==> src/rtl/coeff_loader.sv <==
// Serial-to-parallel coefficient loader: deserializes MSB-first 16-bit words
// framed by a word-start strobe and drives the coefficient memory write port.
module coeff_loader #(
    parameter int NUM_COEFF = 512,
    parameter int WORD_W    = 16
) (
    input  logic              Sclk,
    input  logic              Reset_n,
    input  logic              load_start,
    input  logic              Frame,
    input  logic              InputL,
    output logic [WORD_W-1:0] in_data,
    output logic [8:0]        coeffwrite,
    output logic              write_enable,
    output logic              busy,
    output logic              load_done,
    output logic              frame_err
);

    typedef enum logic [2:0] {
        IDLE,
        WAIT_FRAME,
        SHIFT,
        WRITE,
        DONE
    } state_t;

    localparam int              CNT_W     = $clog2(WORD_W + 1);
    localparam logic [CNT_W-1:0] FULL     = CNT_W'(WORD_W);
    localparam logic [CNT_W-1:0] ONE      = CNT_W'(1);
    localparam logic [8:0]       LAST_ADDR = 9'(NUM_COEFF - 1);

    state_t            state, state_nxt;
    logic [WORD_W-1:0] shreg, shreg_nxt;
    logic [CNT_W-1:0]  bit_cnt, bit_cnt_nxt;
    logic [WORD_W-1:0] in_data_nxt;
    logic [8:0]        addr_nxt;
    logic              we_nxt, busy_nxt, done_nxt, err_nxt;

    always_ff @(posedge Sclk or negedge Reset_n) begin
        if (!Reset_n) begin
            state        <= IDLE;
            shreg        <= '0;
            bit_cnt      <= '0;
            in_data      <= '0;
            coeffwrite   <= '0;
            write_enable <= 1'b0;
            busy         <= 1'b0;
            load_done    <= 1'b0;
            frame_err    <= 1'b0;
        end else begin
            state        <= state_nxt;
            shreg        <= shreg_nxt;
            bit_cnt      <= bit_cnt_nxt;
            in_data      <= in_data_nxt;
            coeffwrite   <= addr_nxt;
            write_enable <= we_nxt;
            busy         <= busy_nxt;
            load_done    <= done_nxt;
            frame_err    <= err_nxt;
        end
    end

    always_comb begin
        state_nxt   = state;
        shreg_nxt   = shreg;
        bit_cnt_nxt = bit_cnt;
        in_data_nxt = in_data;
        addr_nxt    = coeffwrite;
        we_nxt      = 1'b0;
        busy_nxt    = busy;
        done_nxt    = load_done;
        err_nxt     = frame_err;

        if (load_start) begin
            state_nxt   = WAIT_FRAME;
            shreg_nxt   = '0;
            bit_cnt_nxt = '0;
            addr_nxt    = '0;
            busy_nxt    = 1'b1;
            done_nxt    = 1'b0;
            err_nxt     = 1'b0;
        end else begin
            case (state)
                WAIT_FRAME: begin
                    if (Frame) begin
                        shreg_nxt   = {{(WORD_W-1){1'b0}}, InputL};
                        bit_cnt_nxt = ONE;
                        state_nxt   = SHIFT;
                    end
                end
                SHIFT: begin
                    // The word is latched one edge after its LSB so the write
                    // strobe comes straight from a register.
                    if (bit_cnt == FULL) begin
                        in_data_nxt = shreg;
                        we_nxt      = 1'b1;
                        state_nxt   = WRITE;
                    end else if (Frame) begin
                        err_nxt     = 1'b1;
                        shreg_nxt   = {{(WORD_W-1){1'b0}}, InputL};
                        bit_cnt_nxt = ONE;
                    end else begin
                        shreg_nxt   = {shreg[WORD_W-2:0], InputL};
                        bit_cnt_nxt = bit_cnt + ONE;
                    end
                end
                WRITE: begin
                    if (coeffwrite == LAST_ADDR) begin
                        state_nxt = DONE;
                        done_nxt  = 1'b1;
                        busy_nxt  = 1'b0;
                    end else begin
                        addr_nxt = coeffwrite + 9'd1;
                        if (Frame) begin
                            shreg_nxt   = {{(WORD_W-1){1'b0}}, InputL};
                            bit_cnt_nxt = ONE;
                            state_nxt   = SHIFT;
                        end else begin
                            bit_cnt_nxt = '0;
                            state_nxt   = WAIT_FRAME;
                        end
                    end
                end
                IDLE, DONE: ;
                default: state_nxt = IDLE;
            endcase
        end
    end

endmodule
==> config.mk <==
export PLATFORM = sky130hd
export DESIGN_NAME = coeff_loader
export DESIGN_NICKNAME = d
export VERILOG_FILES = /design/src/rtl/coeff_loader.sv
export SDC_FILE = /design/constraint.sdc
export NUM_CORES = 1
export LEC_CHECK = 0
export ABC_CLOCK_PERIOD_IN_PS = 3110
export CORE_MARGIN = 8
export CORE_UTILIZATION = 50
export DETAILED_ROUTE_END_ITERATION = 8
export PLACE_DENSITY = 0.74
export SLEW_MARGIN = 20
export SYNTH_ARGS = -nofsm -noshare
export SYNTH_HDL_FRONTEND = slang
export SYNTH_SLANG_ARGS = --single-unit
==> constraint.sdc <==
create_clock -name Sclk -period 3.11 [get_ports Sclk]
set_clock_uncertainty 0.2 [all_clocks]
set_input_delay 0.622 -clock Sclk [delete_from_list [all_inputs] [get_ports Sclk]]
set_output_delay 0.622 -clock Sclk [all_outputs]
set_load 0.02 [all_outputs]
[Word-level counts from Yosys, hierarchy flattened]
Index checks and enable logic that the tools add are counted.
W data, S select, Z words.
Storage, ports and cells
  logic and storage cells: 74
  bits of input ports: 5
  output and inout port bits: 29
  flip-flop bits (word level): 53
Cells by class
  equality and inequality tests: 13
  mux-type cells: 35
  add/subtract/negate cells: 2
  bitwise gates (word level): 1
  reductions and logical operators: 14
Operators with widths (number)
  $mux W16: 5
  $pmux W16 S3: 1
  $mux W9: 3
  $mux W5: 5
  $pmux W5 S3: 1
  $mux W1: 14
  $mux W3: 4
  $ne A3 B3 Y1 const B: 4
  $pmux W3 S4: 1
  $reduce_and A3 Y1: 4
  $add A9 B1 Y9 const B: 1
  $eq A9 B9 Y1 const B: 1
  $reduce_bool A2 Y1: 4
  $eq A3 B2 Y1 const B: 2
  $ne A2 B2 Y1 const B: 3
  $add A5 B1 Y5 const B: 1
  $eq A5 B5 Y1 const B: 1
  $reduce_and A2 Y1: 2
  $reduce_and A4 Y1: 1
  $reduce_bool A4 Y1: 1
  $eq A3 B1 Y1 const B: 1
  $eq A3 B3 Y1 const B: 1
  $logic_not A3 Y1: 1
  $mux W2: 1
  other kinds (2): 2

[Longest topological paths before layout]
Gate-level depths: netlist of the first run.
  depth after elaboration: 5
  mapped depth: 9
  depth with buffers taken out: 8

[Least setup slack after synthesis of the first run]
No wires, ideal clock.
  kind: reg2reg
  from: register coeffwrite[0]
  to: register coeffwrite[6]
  library setup time: 0.132 ns
  slack: 0.772 ns
  arrival time: 2.006 ns
  stages on the path, launching flop included: 10
  buffers on the path: 1
  clock period less this slack: 2.338 ns
  required time: 2.778 ns
  path through: dfrtp_1 ha_1 and3_1 and3_1 ha_1 and4bb_2 buf_4 nand4_1 xor2_1 nor2_1
Between the ends
  cells in the longest elaborated chain, start to end: 4
  elaborated cells on any way between the ends: 7
  those cells by class: 1 x add/sub; 2 x eq/ne; 3 x mux; 1 x reduce/logical
Ends and longest elaborated chain
  start: declaration: line 13  | output logic [8:0] coeffwrite,
  start signal: assignment: line 56  | coeffwrite <= addr_nxt;
  $add A9 B1 Y9: line 114  | addr_nxt = coeffwrite + 9'd1;
  $mux W9: line 109  | if (coeffwrite == LAST_ADDR) begin
  $mux W9: line 84  | case (state)
  $mux W9: line 75  | if (load_start) begin
Several ways; a longest one is shown, not always the timed one. The select of a mux whose other input is x is not followed.
A chain may end at the register's enable or synchronous reset.

[Worst setup path after layout of the first run]
  from: register coeffwrite[0]
  to: register shreg[0]
Between the ends
  cells in the longest elaborated chain, start to end: 3
Ends and longest elaborated chain
  $eq A9 B9 Y1: line 109
  $ne A3 B3 Y1 (no source line)
  $reduce_and A3 Y1 (no source line)
  end signal: assignment: line 53  | shreg <= shreg_nxt;
  end: declaration: line 34  | logic [WORD_W-1:0] shreg, shreg_nxt;
No other way between the ends.

==> flow_metrics.env, run 1 <==
export IMPL_number_of_antenna_diodes=0
export IMPL_wl_per_cell_um=13.97
export IMPL_cts_setup_buffers=0
export IMPL_postLayoutCoreUtil_pct=61.68
export IMPL_worst_slew_pin_transition_ns=0.5415
export IMPL_switching_power_mw=0.4653
export IMPL_post_synth_top_area_fraction_pct=53.51
export IMPL_p_comb_share_pct=20.9
export IMPL_final_max_slew_viols=0
export IMPL_grt_antenna_before_repair=0
export IMPL_timing_hold_worst_class="in -> async"
export IMPL_route_detailed_drc=0
export IMPL_run_status="complete, no violations"
export IMPL_initial_core_util_pct=52.13
export IMPL_leakage_power_nw=1.307
export IMPL_setup_viol=0
export IMPL_fmax_mhz=387.6
export IMPL_max_cap_violations=0
export IMPL_clock_sinks=53
export IMPL_place_port_buffers=33
export IMPL_layout_cells_non_filler=316
export IMPL_final_period_utilization_pct=82.97
export IMPL_powerDensity_nw_per_um2=502.1
export IMPL_netlist_area_um2=2479
export IMPL_layout_common_cells="53 x sky130_fd_sc_hd__dfrtp_1, 32 x sky130_fd_sc_hd__clkdlybuf4s50_1, 18 x sky130_fd_sc_hd__nand3_1, 17 x sky130_fd_sc_hd__nor2_1"
export IMPL_most_frequent_standard_cell_in_the_layout_excluding_fill_and_tap_cells="sky130_fd_sc_hd__dfrtp_1"
export IMPL_cts_path_max_buffers=2
export IMPL_die_area_um2=7466
export IMPL_cellInternalPower_mw=1.007
export IMPL_path_class="reg -> reg"
export IMPL_die_w_um=86.41
export IMPL_highest_ir_drop_seen_on_vdd_mv=0.2319
export IMPL_first_global_vias=1723
export IMPL_slew_headroom_pct=63.90
export IMPL_cts_buffers_inserted=5
export IMPL_route_vias_total=1688
export IMPL_ffs_latches_synth=53
export IMPL_post_synth_cell_area_avg_um2=11.48
export IMPL_core_area_um2=4755
export IMPL_yosys_warnings=0
export IMPL_finalCriticalPeriod_ns=2.580
export IMPL_critical_path_peak_fanout=31
export IMPL_seq_power_share_pct=52.7
export IMPL_h_tree_depth=2
export IMPL_synthesized_instance_count=216
export IMPL_synth_area_leader_cell="sky130_fd_sc_hd__dfrtp_1"
export IMPL_core_rowCount=25
export IMPL_synth_yosys_seq_area_share_pct=53.51
export IMPL_drtIter0Drc=102
export IMPL_routability_driven_placement_congestion_ratio=0.7853
export IMPL_grt_max_degree=32
export IMPL_fp_dieH_um=86.41
export IMPL_first_pass_grt_wire_length_mm=7.879
export IMPL_clk_transition_reported_paths_ns=0.10
export IMPL_dp_cells=308
export IMPL_io_pins=34
export IMPL_worst_setup_path_end_kind="flop"
export IMPL_vias_per_cell=5.342
export IMPL_power_switching_share_pct=31.60
export IMPL_required_ns=3.10
export IMPL_timing_critical_path_arrival_ns=2.57
export IMPL_grt_total_usage_pct=13.08
export IMPL_areaGrowthSynthToFinish_pct=18.32
export IMPL_detailedRoute_firstPassIterationCount=4
export IMPL_antenna_violating_nets_post_route=0
export IMPL_synth_top_cells_by_area="sky130_fd_sc_hd__dfrtp_1 54%, sky130_fd_sc_hd__mux2_2 7.3%, sky130_fd_sc_hd__nand2b_1 4.0%"
export IMPL_fin_worst_hold_slack_ns=0.07869
export IMPL_tritoncts_clock_tree="built"
export IMPL_worstSkewPairLatency_ns=0.31
export IMPL_grt_setup_unrepaired="false"
export IMPL_dp_hpwl_mm=3.061
export IMPL_setup_total_negative_slack_ns=0
export IMPL_power_total_mw=1.472
export IMPL_clk_root_buffer_cell="sky130_fd_sc_hd__clkbuf_8"
export IMPL_timing_critical_path_from_type="flop"
export IMPL_finish_net_count=257
export IMPL_drive_gt1_share_pct=16.06
export IMPL_hold_violations=0
export IMPL_postSynthNetCount=225
export IMPL_routed_wirelength_mm=4.414
export IMPL_power_frac_clock_pct=26.5
export IMPL_cts_resized=0
export IMPL_post_cts_hold_buffer_count=0
export IMPL_grt_ovfl_total=0
export IMPL_yosys_cell_types_count=41
[final cells by class]
type,count,area (µm²)
fillers,406,1822
flip-flops and latches,53,1326
multi-input cells,144,1044
repair buffers,39,370.4
well taps,67,83.83
clock buffers,5,68.82
clock inverters,3,21.27
inverters,5,18.77
[stage by stage]
stage	worst slack, ns	cell area, µm²
final	0.5297	2933
after global routing	0.3995	2933
after CTS	0.5393	2933
after detailed placement	0.4740	2843
after global placement	0.5110	2843
after floorplan	0.7720	2479
[critical path, stage by stage (launching register included)]
cell and delay (ns):
sky130_fd_sc_hd__dfrtp_1 0.43, sky130_fd_sc_hd__ha_1 0.26, sky130_fd_sc_hd__and3_1 0.20, sky130_fd_sc_hd__and3_1 0.18, sky130_fd_sc_hd__ha_1 0.24, sky130_fd_sc_hd__a21bo_2 0.26, sky130_fd_sc_hd__o32ai_4 0.11, sky130_fd_sc_hd__buf_4 0.31
sky130_fd_sc_hd__mux2i_1 0.22, sky130_fd_sc_hd__nor2_1 0.05
[routing by layer]
metal | part of all wire, % | GRT usage, % | vias up
li1 | - | - | 817
met1 | 49 | 16.40 | 841
met2 | 46 | 20.56 | 25
met3 | 4.4 | 4.253 | 5
met4 | 1.2 | 4.695 | 0
met5 | 0 | 0 | -
[synth_stat cells (all sizes together)]
cell     number
or3           1
a211oi        1
o2bb2ai       1
mux2i         4
nor4bb        1
or2           1
nor3          2
a21oi         4
a32o          2
o31a          2
a22o          2
nor2         17
mux2         16
nand2b       17
nand2         5
dfrtp        53
xor2          6
xnor2         3
and4bb        2
nor4          1
a21bo         1
o32ai         1
clkbuf        2
nand4         4
o21ai        17
buf          12
and3          4
and2b         1
inv           5
o22a          2
nand3        19
a21o          3
ha            4
[cells by family after synthesis]
logic type,share of synthesized area (%)
AO/OA/AOI/OAI,10.40
XOR/XNOR,3.180
adder cells (fa/ha/maj),2.019
buffers and inverters,4.745
flip-flops,53.51
multiplexers,8.884
AND/OR/NAND/NOR,17.26
[power groups by stage]
stage          combinational [mW]  sequential (mW)  clock, mW
2_1_floorplan               0.262            0.778          0
3_3_place_gp                0.307            0.788          0
3_5_place_dp                0.312            0.788          0
4_1_cts                     0.312            0.775      0.406
5_1_grt                     0.346            0.783      0.434
6_report                    0.307            0.775      0.390
[flip-flops by register name (all words and copies together) (netlist names)]
register	flops
in_data	16
shreg	16
coeffwrite	9
bit_cnt	5
state	3
busy	1
frame_err	1
load_done	1
write_enable	1
[worst paths after layout]
kind / depth (start not counted) / to / slack (ns) / from
setup / recovery: 9 / shreg[0] / 0.53 / coeffwrite[0]
hold / removal: 1 / in_data[1] / 0.08 / Reset_n
setup reg to reg: 9 / shreg[0] / 0.53 / coeffwrite[0]
hold reg to reg: 1 / busy / 0.28 / busy
max in group asynchronous: 2 / in_data[7] / 2.02 / Reset_n
min in group Sclk: 1 / busy / 0.28 / busy
Note: power is estimated with default switching activity, not from simulation.
==> run 2, diff against run 1 <==
Settings changed: ABC_CLOCK_PERIOD_IN_PS 3110 to 2570.
Clock period 3.11 ns to 2.57 ns, I/O delays scaled along.
==> flow_metrics.env, run 2 (synthesis gave the netlist of run 1 again) <==
export IMPL_worstReg2RegStart="coeffwrite[0]"
export IMPL_max_cap_violations=0
export IMPL_critical_path_peak_fanout=30
export IMPL_powerDensity_nw_per_um2=638.0
export IMPL_cts_path_max_buffers=2
export IMPL_finalCriticalPeriod_ns=2.449
export IMPL_cts_buffers_inserted=5
export IMPL_finish_net_count=260
export IMPL_core_area_um2=4755
export IMPL_post_cts_hold_buffer_count=1
export IMPL_grt_ovfl_total=0
export IMPL_first_global_vias=1664
export IMPL_initial_core_util_pct=52.13
export IMPL_timing_hold_worst_path_depth=1
export IMPL_path_class="reg -> reg"
export IMPL_clock_sinks=53
export IMPL_power_total_mw=1.909
export IMPL_die_area_um2=7466
export IMPL_place_port_buffers=33
export IMPL_route_vias_total=1683
export IMPL_grt_antenna_before_repair=0
export IMPL_drtIter0Drc=91
export IMPL_clk_root_buffer_cell="sky130_fd_sc_hd__clkbuf_8"
export IMPL_cts_resized=0
export IMPL_min_from="busy"
export IMPL_fill_cells=400
export IMPL_clk_transition_reported_paths_ns=0.10
export IMPL_worst_hold_path_endpoint="busy"
export IMPL_grt_setup_unrepaired="false"
export IMPL_wl_per_cell_um=15.12
export IMPL_worst_slew_pin_transition_ns=0.5559
export IMPL_timing_critical_path_from_type="flop"
export IMPL_postLayoutCoreUtil_pct=62.95
export IMPL_drive_gt1_share_pct=16.67
export IMPL_biggestRegsByFlops="in_data (16), shreg (16), coeffwrite (9)"
export IMPL_reg2reg_depth=9
export IMPL_highest_ir_drop_seen_on_vdd_mv=0.4912
export IMPL_final_period_utilization_pct=95.28
export IMPL_routed_wirelength_mm=4.823
export IMPL_slew_headroom_pct=62.94
export IMPL_run_status="complete, no violations"
export IMPL_areaGrowthSynthToFinish_pct=20.75
export IMPL_leakage_power_nw=1.337
export IMPL_worstSkewPairLatency_ns=0.31
export IMPL_final_max_slew_viols=0
export IMPL_grt_total_usage_pct=13.84
export IMPL_detailedRoute_firstPassIterationCount=4
export IMPL_die_w_um=86.41
export IMPL_worstReg2RegEnd="shreg[10]"
export IMPL_grt_max_degree=31
export IMPL_timing_hold_worst_class="reg -> reg"
export IMPL_cts_setup_buffers=0
export IMPL_timing_critical_path_arrival_ns=2.45
export IMPL_setup_reg_to_reg_worst_slack_ns=0.12
export IMPL_io_pins=34
export IMPL_fmax_mhz=408.4
export IMPL_hold_violations=0
export IMPL_required_ns=2.57
export IMPL_worst_setup_path_end_kind="flop"
export IMPL_h_tree_depth=2
export IMPL_register_area_um2=1326
export IMPL_routability_driven_placement_congestion_ratio=0.7869
export IMPL_core_rowCount=25
export IMPL_number_of_antenna_diodes=0
export IMPL_multi_input_comb_area_um2=1044
export IMPL_dp_hpwl_mm=3.299
export IMPL_first_pass_grt_wire_length_mm=8.217
export IMPL_tritoncts_clock_tree="built"
export IMPL_antenna_violating_nets_post_route=0
export IMPL_route_detailed_drc=0
export IMPL_setup_viol=0
export IMPL_setup_total_negative_slack_ns=0
export IMPL_vias_per_cell=5.276
export IMPL_fp_dieH_um=86.41
export IMPL_layout_common_cells="53 x sky130_fd_sc_hd__dfrtp_1, 32 x sky130_fd_sc_hd__clkdlybuf4s50_1, 18 x sky130_fd_sc_hd__nand3_1, 17 x sky130_fd_sc_hd__nor2_1"
export IMPL_most_frequent_standard_cell_in_the_layout_excluding_fill_and_tap_cells="sky130_fd_sc_hd__dfrtp_1"
run 2: how the worst max path moves through the flow:
stage | start | endpoint | slack, ns | cells after the start
2_1_floorplan | coeffwrite[0] | coeffwrite[6] | 0.23 | 9
3_3_place_gp | coeffwrite[0] | coeffwrite[7] | 0.27 | 8
3_5_place_dp | coeffwrite[0] | coeffwrite[7] | 0.19 | 8
4_1_cts | coeffwrite[0] | shreg[10] | 0.11 | 9
5_1_grt | coeffwrite[0] | shreg[10] | 0.01 | 9
6_report | coeffwrite[0] | shreg[10] | 0.12 | 9
run 2: worst max-delay path, stage by stage, from the launching register on:
cell and delay (ns):
sky130_fd_sc_hd__dfrtp_1 0.42, sky130_fd_sc_hd__ha_1 0.25, sky130_fd_sc_hd__and3_1 0.19, sky130_fd_sc_hd__and3_1 0.18
sky130_fd_sc_hd__ha_1 0.23, sky130_fd_sc_hd__a21bo_2 0.26, sky130_fd_sc_hd__o32ai_4 0.17, sky130_fd_sc_hd__buf_12 0.21
sky130_fd_sc_hd__nand3_1 0.10, sky130_fd_sc_hd__o21ai_0 0.13
run 2: area by class of cell:
type / count / area share (%)
Inverter: 5 / 0.6271
Clock buffer: 5 / 2.299
Tap cell: 67 / 2.801
Clock inverter: 3 / 1.463
Timing Repair Buffer: 42 / 13.63
Multi-Input combinational cell: 144 / 34.87
Sequential cell: 53 / 44.31
run 2: power by group:
part | total [mW] | switching (mW) | internal (mW) | leakage [nW]
Combinational | 0.395 | 0.219 | 0.177 | 0.550
Sequential | 0.940 | 0.0732 | 0.867 | 0.729
Clock | 0.574 | 0.282 | 0.292 | 0.0585
Total | 1.91 | 0.574 | 1.34 | 1.34
run 2: per-stage QoR:
| step | instances | hold WS (ns) | instance area (µm²) | worst slack [ns] |
|---|---|---|---|---|
| floorplan | 216 | 0.01841 | 2479 | 0.2320 |
| global placement | 310 | 0.2626 | 2870 | 0.2716 |
| detailed placement | 310 | 0.2650 | 2870 | 0.1909 |
| CTS | 319 | 0.2874 | 2993 | 0.1062 |
| global route | 319 | 0.3254 | 2993 | 0.01448 |
| finish | 319 | 0.2853 | 2993 | 0.1213 |
run 2: per-layer routing:
| layer | wire length, µm | global-route usage [%] | vias to the layer above |
|---|---|---|---|
| met3 | 242 | 4.348 | 4 |
| met5 | 0 | 0 | - |
| met2 | 2274 | 22.43 | 26 |
| met1 | 2254 | 16.96 | 833 |
| li1 | - | - | 820 |
| met4 | 52 | 4.695 | 0 |
